--- src/rtl/keypad_scan_scheduler.sv ---
// 4x4 active-low keypad scanner: row-by-row sampling, frame-level debounce FSM,
// and a small event FIFO presenting key codes behind a valid/ready handshake.
module keypad_scan_scheduler #(
    parameter int SCAN_DIV       = 250000,
    parameter int DEBOUNCE_SCANS = 3,
    parameter int FIFO_DEPTH     = 4
) (
    input  logic       clock,
    input  logic       reset,
    input  logic [3:0] keypadCol,
    output logic [3:0] keypadRow,
    output logic [3:0] key_code,
    output logic       key_valid,
    input  logic       key_ready,
    output logic       key_held,
    output logic       overflow
);

    localparam int CW = (SCAN_DIV > 1) ? $clog2(SCAN_DIV) : 1;
    localparam int DW = $clog2(DEBOUNCE_SCANS + 1);
    localparam int AW = $clog2(FIFO_DEPTH);
    localparam logic [CW-1:0] DWELL_LAST = CW'(SCAN_DIV - 1);
    localparam logic [DW-1:0] DS         = DW'(DEBOUNCE_SCANS);

    typedef enum logic [1:0] {IDLE, DEB_PRESS, PRESSED, DEB_REL} state_t;

    function automatic logic [3:0] pos_to_code(input logic [3:0] pos);
        logic [3:0] code;
        case (pos)
            4'd0:  code = 4'h7;
            4'd1:  code = 4'h4;
            4'd2:  code = 4'h1;
            4'd3:  code = 4'h0;
            4'd4:  code = 4'h8;
            4'd5:  code = 4'h5;
            4'd6:  code = 4'h2;
            4'd7:  code = 4'hA;
            4'd8:  code = 4'h9;
            4'd9:  code = 4'h6;
            4'd10: code = 4'h3;
            4'd11: code = 4'hB;
            4'd12: code = 4'hC;
            4'd13: code = 4'hD;
            4'd14: code = 4'hE;
            default: code = 4'hF;
        endcase
        return code;
    endfunction

    logic [CW-1:0] dwell;
    logic [1:0]    row_idx;
    logic [15:0]   snap;
    logic          frame_done;
    logic          dwell_end;

    assign dwell_end = (dwell == DWELL_LAST);
    assign keypadRow = ~(4'b0001 << row_idx);

    // Snapshot bit index is row*4 + column; frame_done marks the evaluation cycle.
    always_ff @(posedge clock) begin
        if (!reset) begin
            dwell      <= '0;
            row_idx    <= 2'd0;
            snap       <= '1;
            frame_done <= 1'b0;
        end else begin
            frame_done <= dwell_end && (row_idx == 2'd3);
            if (dwell_end) begin
                dwell                          <= '0;
                row_idx                        <= row_idx + 2'd1;
                snap[{row_idx, 2'b00} +: 4]    <= keypadCol;
            end else begin
                dwell <= dwell + CW'(1);
            end
        end
    end

    logic [15:0] low;
    logic        is_single;
    logic [3:0]  low_pos;

    always_comb begin
        low       = ~snap;
        is_single = (low != 16'd0) && ((low & (low - 16'd1)) == 16'd0);
        low_pos   = 4'd0;
        for (int i = 0; i < 16; i++) begin
            if (low[i]) low_pos = 4'(i);
        end
    end

    state_t        state, state_next;
    logic [3:0]    cand, cand_next;
    logic [DW-1:0] dcnt, dcnt_next;
    logic          push;

    always_ff @(posedge clock) begin
        if (!reset) begin
            state <= IDLE;
            cand  <= 4'd0;
            dcnt  <= '0;
        end else begin
            state <= state_next;
            cand  <= cand_next;
            dcnt  <= dcnt_next;
        end
    end

    // cand holds the matrix position, so a held key is tracked by its own bit.
    always_comb begin
        state_next = state;
        cand_next  = cand;
        dcnt_next  = dcnt;
        push       = 1'b0;
        if (frame_done) begin
            case (state)
                IDLE: begin
                    if (is_single) begin
                        cand_next = low_pos;
                        dcnt_next = DW'(1);
                        if (DEBOUNCE_SCANS == 1) begin
                            state_next = PRESSED;
                            push       = 1'b1;
                        end else begin
                            state_next = DEB_PRESS;
                        end
                    end
                end
                DEB_PRESS: begin
                    if (!is_single) begin
                        state_next = IDLE;
                    end else begin
                        if (low_pos == cand) begin
                            dcnt_next = dcnt + DW'(1);
                        end else begin
                            cand_next = low_pos;
                            dcnt_next = DW'(1);
                        end
                        if (dcnt_next == DS) begin
                            state_next = PRESSED;
                            push       = 1'b1;
                        end
                    end
                end
                PRESSED: begin
                    if (!low[cand]) begin
                        dcnt_next  = DW'(1);
                        state_next = (DEBOUNCE_SCANS == 1) ? IDLE : DEB_REL;
                    end
                end
                DEB_REL: begin
                    if (low[cand]) begin
                        state_next = PRESSED;
                    end else begin
                        dcnt_next = dcnt + DW'(1);
                        if (dcnt_next == DS) state_next = IDLE;
                    end
                end
                default: state_next = IDLE;
            endcase
        end
    end

    assign key_held = (state == PRESSED) || (state == DEB_REL);

    logic [3:0]  mem [FIFO_DEPTH];
    logic [AW:0] wr_ptr, rd_ptr;
    logic        empty, full, pop, do_push;

    assign empty     = (wr_ptr == rd_ptr);
    assign full      = (wr_ptr[AW] != rd_ptr[AW]) && (wr_ptr[AW-1:0] == rd_ptr[AW-1:0]);
    assign pop       = key_valid && key_ready;
    assign do_push   = push && (!full || pop);
    assign key_valid = !empty;
    assign key_code  = empty ? 4'd0 : mem[rd_ptr[AW-1:0]];

    // A simultaneous pop frees the slot, so a push into a full FIFO is only lost without one.
    always_ff @(posedge clock) begin
        if (!reset) begin
            wr_ptr   <= '0;
            rd_ptr   <= '0;
            overflow <= 1'b0;
        end else begin
            if (do_push) wr_ptr <= wr_ptr + (AW+1)'(1);
            if (pop)     rd_ptr <= rd_ptr + (AW+1)'(1);
            if (push && full && !pop) overflow <= 1'b1;
        end
    end

    always_ff @(posedge clock) begin
        if (do_push) mem[wr_ptr[AW-1:0]] <= pos_to_code(cand_next);
    end

endmodule
--- config.mk ---
export PLATFORM = sky130hd
export DESIGN_NAME = keypad_scan_scheduler
export DESIGN_NICKNAME = d
export VERILOG_FILES = /design/src/rtl/keypad_scan_scheduler.sv
export SDC_FILE = /design/constraint.sdc
export NUM_CORES = 1
export LEC_CHECK = 0
export BUFFER_PORTS_ARGS = -buffer_cell sky130_fd_sc_hd__buf_2
export CORE_UTILIZATION = 40
export DETAILED_ROUTE_END_ITERATION = 8
export GPL_TIMING_DRIVEN = 0
export HOLD_SLACK_MARGIN = 0.06
export PLACE_DENSITY = 0.62
export SLEW_MARGIN = 20
export SYNTH_ARGS = -nofsm -noshare
export SYNTH_HDL_FRONTEND = slang
export SYNTH_SLANG_ARGS = --single-unit
--- constraint.sdc ---
create_clock -name clock -period 3.43 [get_ports clock]
set_clock_uncertainty 0.2 [all_clocks]
set_input_delay 0.1715 -clock clock [delete_from_list [all_inputs] [get_ports clock]]
set_output_delay 0.1715 -clock clock [all_outputs]
set_load 0.02 [all_outputs]
Yosys cells after proc, flatten, opt, wreduce, memory -nomap -nowiden
Memory sizes are Yosys's and may differ from the RTL's. A register that Yosys moved wholly into a read port is not among the register bits.
Cells that the tools add are included.
W data, S select, Z words.
{"block": "word_totals", "n_memories": 2, "mem_bits_rw": 16, "romBits": 64, "wordCells": 110, "register_bits": 52, "latch_bits": 0}
{"block": "op_classes", "n_reduce_logical": 18, "div": 0, "n_addsub": 7, "n_bitwise": 4, "multipliers": 0, "n_eq_ne": 17, "magnitude_cmp": 1, "muxes": 48, "n_shift": 3}
{"memory": "(no name shown)", "words": 16, "width": 4, "rd": 1, "rd_ports_with_merged_regs": 0, "wr": 0, "line": "29", "text": "case (pos)"}
{"memory": "mem", "words": 4, "width": 4, "rd": 1, "rd_ports_with_merged_regs": 1, "wr": 1, "line": "165", "text": "logic [3:0] mem [FIFO_DEPTH];"}
{"operator": "$mux W4", "count": 20}
{"operator": "$mux W2", "count": 15}
{"operator": "$add A18 B1 Y18 const B", "count": 1}
{"operator": "$eq A18 B18 Y1 const B", "count": 1}
{"operator": "$and A16 B16 Y16", "count": 1}
{"operator": "$bwmux W16", "count": 1}
{"operator": "$logic_not A16 Y1", "count": 1}
{"operator": "$not A16 Y16", "count": 1}
{"operator": "$pmux W2 S4", "count": 2}
{"operator": "$reduce_bool A16 Y1", "count": 1}
{"operator": "$shift A4 B6 Y16 const A", "count": 1}
{"operator": "$shiftx A4 B6 Y16", "count": 1}
{"operator": "$sub A16 B1 Y16 const B", "count": 1}
{"operator": "$eq A2 B2 Y1 const B", "count": 5}
{"operator": "$reduce_and A5 Y1", "count": 2}
{"operator": "$mux W1", "count": 8}
{"operator": "$ne A2 B2 Y1 const B", "count": 4}
{"operator": "$pmux W4 S2", "count": 1}
{"operator": "$logic_and A1 B1 Y1", "count": 7}
{"operator": "$add A3 B1 Y3 const B", "count": 2}
{"operator": "$ne A3 B3 Y1 const B", "count": 2}
{"operator": "$neg A4 Y6", "count": 1}
{"operator": "$lt A4 B5 Y1 const B", "count": 1}
{"operator": "$add A2 B1 Y2 const B", "count": 2}
{"operator": "other kinds (13)", "count": 16}

Logic depth before layout (Yosys ltp)
{"block": "logic_depth", "ltp_word": 29, "ltp_mapped": 13}

Worst setup path after synthesis
Ideal clock, no wire load.
{"block": "synth_timing", "path_kind": "register to register", "startpoint": "register snap[5]", "endpoint": "memory mem[0][0], data pin", "period_less_slack_ns": 3.355, "t_arrival_ns": 2.976, "stages_incl_launch_ff": 14, "required_ns": 3.051, "slack_ns": 0.075, "cell_sequence": "dfxtp_1 buf_2 and4_1 buf_4 a41oi_1 or4_1 or4_4 nor2_1 mux2i_1 ha_1 inv_1 o2111ai_1 o31a_1 o2bb2ai_1"}
{"block": "synth_between", "elab_chain_cells": 19, "elab_cells_between_ends": 25}
{"item": "from (decl)", "line": "52", "text": "logic [15:0] snap;"}
{"item": "from (signal, indexed assignment)", "line": "71", "text": "snap[{row_idx, 2'b00} +: 4] <= keypadCol;"}
{"item": "$not A16 Y16 (*)", "line": "83", "text": "low = ~snap;"}
{"item": "$mux W4 (11 in a row)", "line": "87", "text": "if (low[i]) low_pos = 4'(i);"}
{"item": "$eq A4 B4 Y1", "line": "132", "text": "if (low_pos == cand) begin"}
{"item": "$mux W4", "line": "132"}
{"item": "$mux W4", "line": "129", "text": "if (!is_single) begin"}
{"item": "$pmux W4 S2 (*)", "line": "115", "text": "case (state)"}
{"item": "$mux W4 (*)", "line": "114", "text": "if (frame_done) begin"}
{"item": "$mem_v2 Z16 W4 (*)"}
{"item": "$mux W4 (*)", "line": "190", "text": "if (do_push) mem[wr_ptr[AW-1:0]] <= pos_to_code(cand_next);"}
{"item": "to (decl)", "line": "165"}
Mark *: on every way between the ends. The rest lies on a longest branch, timed or not. The select of a mux whose other input is x is not followed.

Worst setup path in the final report
{"block": "layout_timing", "startpoint": "register snap[3]", "endpoint": "memory mem[1][0], data pin"}
{"block": "layout_between", "elab_chain_cells": 21, "elab_cells_between_ends": 27}
{"item": "$not A16 Y16 (*)", "line": "83"}
{"item": "$mux W4 (13 in a row)", "line": "87"}
{"item": "$eq A4 B4 Y1", "line": "132"}
{"item": "$mux W4", "line": "132"}
{"item": "$mux W4", "line": "129"}
{"item": "$pmux W4 S2 (*)", "line": "115"}
{"item": "$mux W4 (*)", "line": "114"}
{"item": "$mem_v2 Z16 W4 (*)"}
{"item": "$mux W4 (*)", "line": "190"}
Marks and branches as above.

==> flow_metrics.py <==
metrics = {
    "setup_path": {
        "cp.arrival_ns": 3.50,
        "setup.worst_path.start_class": "register",
        "regToRegSetupSlack_ns": -0.10,
        "reg2reg_from": "snap[3]",
        "reg2reg_depth": 11,
        "required_ns": 3.40,
        "cp.depth": 11,
        "cp_common_cell": "or4_4",
        "critPathCapture": "mem[1][0]",
        "r2r-end": "mem[1][0]",
        "worstPathMaxFanout": 8,
        "critical_path_class": "register to register",
        "cp_slowest_cell": "or4_4",
        "worstPathCellList": "and4_2 -> a41oi_2 -> or4_4 -> or4_4 -> nor2_4 -> mux2i_4 -> ha_2 -> inv_2 -> o2111ai_2 -> o31a_1 -> o2bb2ai_2",
        "worst_path_largest_cell_delay_ns": 0.58,
        "crit_path_end_kind": "register",
        "cp_num_buf_inv": 1,
        "critPathLaunch": "snap[3]",
        "crit_family": "simple AND/OR/NAND/NOR gates",
    },
    "cts": {
        "cts_tree": "yes",
        "clkTransAtPathRegs_ns": 0.08,
        "cts-htree-levels": 3,
        "cts_buffer_depth": 2,
        "root_buffer": "clkbuf_8",
        "cts_buffers": 9,
        "clock-sinks": 70,
        "insertion_delay_ns": 0.34,
    },
    "power_and_ir_drop": {
        "ir_worst_vdd_v": 0.0001509,
        "p_total_mw": 1.472,
        "pwr_density_cell_nw_per_um2": 324.3,
        "p_leak_nw": 1.820,
    },
    "logic_synthesis": {
        "avgSynthCellArea_sq_um": 9.095,
        "yosys_register_bits": 70,
        "synth_area_sq_um": 3856,
        "seq_area_frac_synth_pct": 40.49,
        "synth_cell_type_count": 64,
        "syn-num-nets": 447,
        "yosys_warnings": 0,
        "ys.flop_type": "dfxtp_1",
        "synthArstFlopShare_pct": 0,
        "synth-edff-count": 16,
        "synthCells": 424,
    },
    "placed_design": {
        "dp_hpwl_mm": 5.974,
        "numPortBuffers": 16,
        "place_ws_ns": -0.4234,
        "place.gp.congestion": 0.7993,
        "dp.cells": 569,
    },
    "floorplan": {
        "die_x_um": 100.2,
        "rows": 35,
        "fp.coreArea_sq_um": 9284,
        "start_util_pct": 41.54,
        "die_h_um": 100.2,
        "dieArea_sq_um": 10040,
        "io_pins": 18,
    },
    "detailed_routing": {
        "finalWirelength_mm": 8.438,
        "drtPass1Iterations": 4,
        "drt-vias-per-instance": 5.208,
        "drcViolationCount": 0,
        "detail-route-antenna-nets": 0,
        "drt-initial-drc-count": 138,
        "wl_per_cell_um": 14.04,
        "vias": 3130,
    },
    "final_layout": {
        "antenna_cells": 0,
        "nets": 490,
        "finish.utilization_pct": 48.88,
        "drive_gt1_share_pct": 20.34,
        "area_delta_synth_final_pct": 17.68,
        "num-fill-cells": 933,
        "final_cell_count_no_fill": 601,
    },
    "sta": {
        "rsz0062_at_grt": "true",
        "tightest_slew_ns": 1.076,
        "finalCritPeriodShare_pct": 103.0,
        "period_needed_ns": 3.534,
        "hold_violations": 0,
        "maxSlewHeadroom_pct": 27.62,
        "setup_viol": 12,
        "setup_slack_ns": -0.1039,
        "slew_viol_final": 0,
        "fmax_mhz": 283.0,
    },
    "global_routing": {
        "grt_max_degree": 14,
        "grt_pass1_vias": 2950,
        "globalRouteTotalUtil_pct": 17.52,
        "antenna_found_initial": 0,
        "grt_pass1_wl_mm": 13.83,
        "overflow": 0,
    },
    "status": {
        "violations": "setup timing",
        "status": "finished, violations left",
    },
    "worst_hold_path": {
        "min_path_type": "primary input to register",
        "min_from": "reset",
    },
    "flow_run": {
        "cap_violations": 0,
    },
}
how the worst min path moves through the flow:
stage / slack [ns] / to / cells past startpoint
after global routing: 0.09 / snap[14] / 2
after global placement: 0.23 / dwell[0] / 1
after detailed placement: 0.25 / dwell[0] / 1
after CTS: 0.07 / snap[13] / 2
after floorplan: 0.13 / snap[0] / 2
final: 0.06 / snap[13] / 2
routing by layer:
| metal | part of all wire [%] | track usage, % | wire [um] |
|---|---|---|---|
| met4 | 1.4 | 6.689 | 115 |
| met3 | 3.1 | 2.855 | 265 |
| met5 | 0 | 0 | 0 |
| met1 | 48 | 22.83 | 4074 |
| met2 | 47 | 29.19 | 3983 |
synth_stat cells (all sizes together) (3+ instances only):
library cell	instances	area, sq um
a21oi	13	65.06
a22oi	3	22.52
a31oi	5	31.28
and2	10	62.56
and3	11	68.82
buf	8	42.54
clkbuf	9	33.78
dfxtp	54	1081
edfxtp	16	480.5
ha	16	200.2
inv	24	90.09
maj3	3	31.28
mux2i	7	70.07
mux4	9	202.7
nand2	56	210.2
nand2b	4	25.02
nand3	11	55.05
nand3b	3	22.52
nand4	9	56.30
nor2	48	182.7
nor2b	6	37.54
nor3	8	40.04
nor4	3	25.02
o211ai	17	127.6
o21ai	7	35.03
or3	3	18.77
xnor2	14	122.6
xor2	10	87.58
report_power, final:
part           switching [mW]  internal (mW)
Clock                   0.335          0.263
Combinational          0.0197         0.0108
Sequential            0.00224          0.841
Total                   0.357           1.11
stage by stage:
stage | cell area, sq um | hold slack (ns) | setup TNS (ns)
final | 4538 | 0.06080 | -0.8038
after floorplan | 3856 | 0.1327 | 0
after CTS | 4380 | 0.06556 | 0
after global routing | 4538 | 0.08697 | -2.331
after global placement | 4098 | 0.2300 | -4.535
after detailed placement | 4098 | 0.2456 | -5.490
worst reg2reg max path, cell delays in order (launching register included):
cell       delay, ns
dfxtp_2         0.41
and4_2          0.31
a41oi_2         0.14
or4_4           0.54
or4_4           0.58
nor2_4          0.18
mux2i_4         0.31
ha_2            0.24
inv_2           0.04
o2111ai_2       0.07
o31a_1          0.19
o2bb2ai_2       0.15
cells by family (layout without fill, tap and decap cells):
kind of cell,Yosys count,after routing,synth area share [%]
buffers and inverters,42,90,4.413
xor gates and xnor gates,24,24,5.451
muxes,16,16,7.073
AOI/OAI and AO/OA,72,72,13.63
and+or+nand+nor,181,181,22.94
DFF,70,70,40.49
adders and majority gates,19,19,6.003
layout by cell type (no fill, tap or decap), types with 3 or more instances in the layout:
master	n
dlygate4sd3_1	5
xor2_1	10
nand3_1	11
clkbuf_8	9
inv_1	22
nand2_1	56
dfxtp_1	45
and3_1	11
ha_1	15
mux2i_1	6
clkinv_2	3
mux4_2	9
edfxtp_1	16
nor2_1	46
clkbuf_1	9
o211ai_1	17
nor3_1	8
dfxtp_2	9
o21ai_0	6
a21oi_1	13
nand3b_1	3
a31oi_1	4
and2_1	9
nor2b_1	6
buf_4	11
nand2b_1	4
buf_2	21
or3_1	3
nand4_1	9
xnor2_1	14
state kept, by name, summed over array words and instances, names as in the netlist, named ones only:
name,flops
frame_done,1
dcnt,2
row_idx,2
overflow,1
rd_ptr,3
cand,4
wr_ptr,3
snap,16
dwell,18
mem,16
state,2
cell type report:
cell class                      count  area [sq um]  area share, %
Timing Repair Buffer               32         212.7          4.687
Buffer                             17         88.84          1.958
Multi-Input combinational cell    312          2236          49.27
Clock buffer                        9         123.9          2.730
Sequential cell                    70          1573          34.66
Inverter                           25         93.84          2.068
Tap cell                          129         161.4          3.557
Clock inverter                      7         48.80          1.075
timing repair:
| item | CTS | global route |
|---|---|---|
| endpoints found under the hold margin | 19 | 0 |
| hold buffers | 5 | 0 |
| pin swaps | 0 | 8 |
| gates resized for setup | 8 | 29 |
| setup endpoints to repair | 16 | 32 |
| buffers inserted | 2 | 9 |
(Power assumes the default switching activity.)
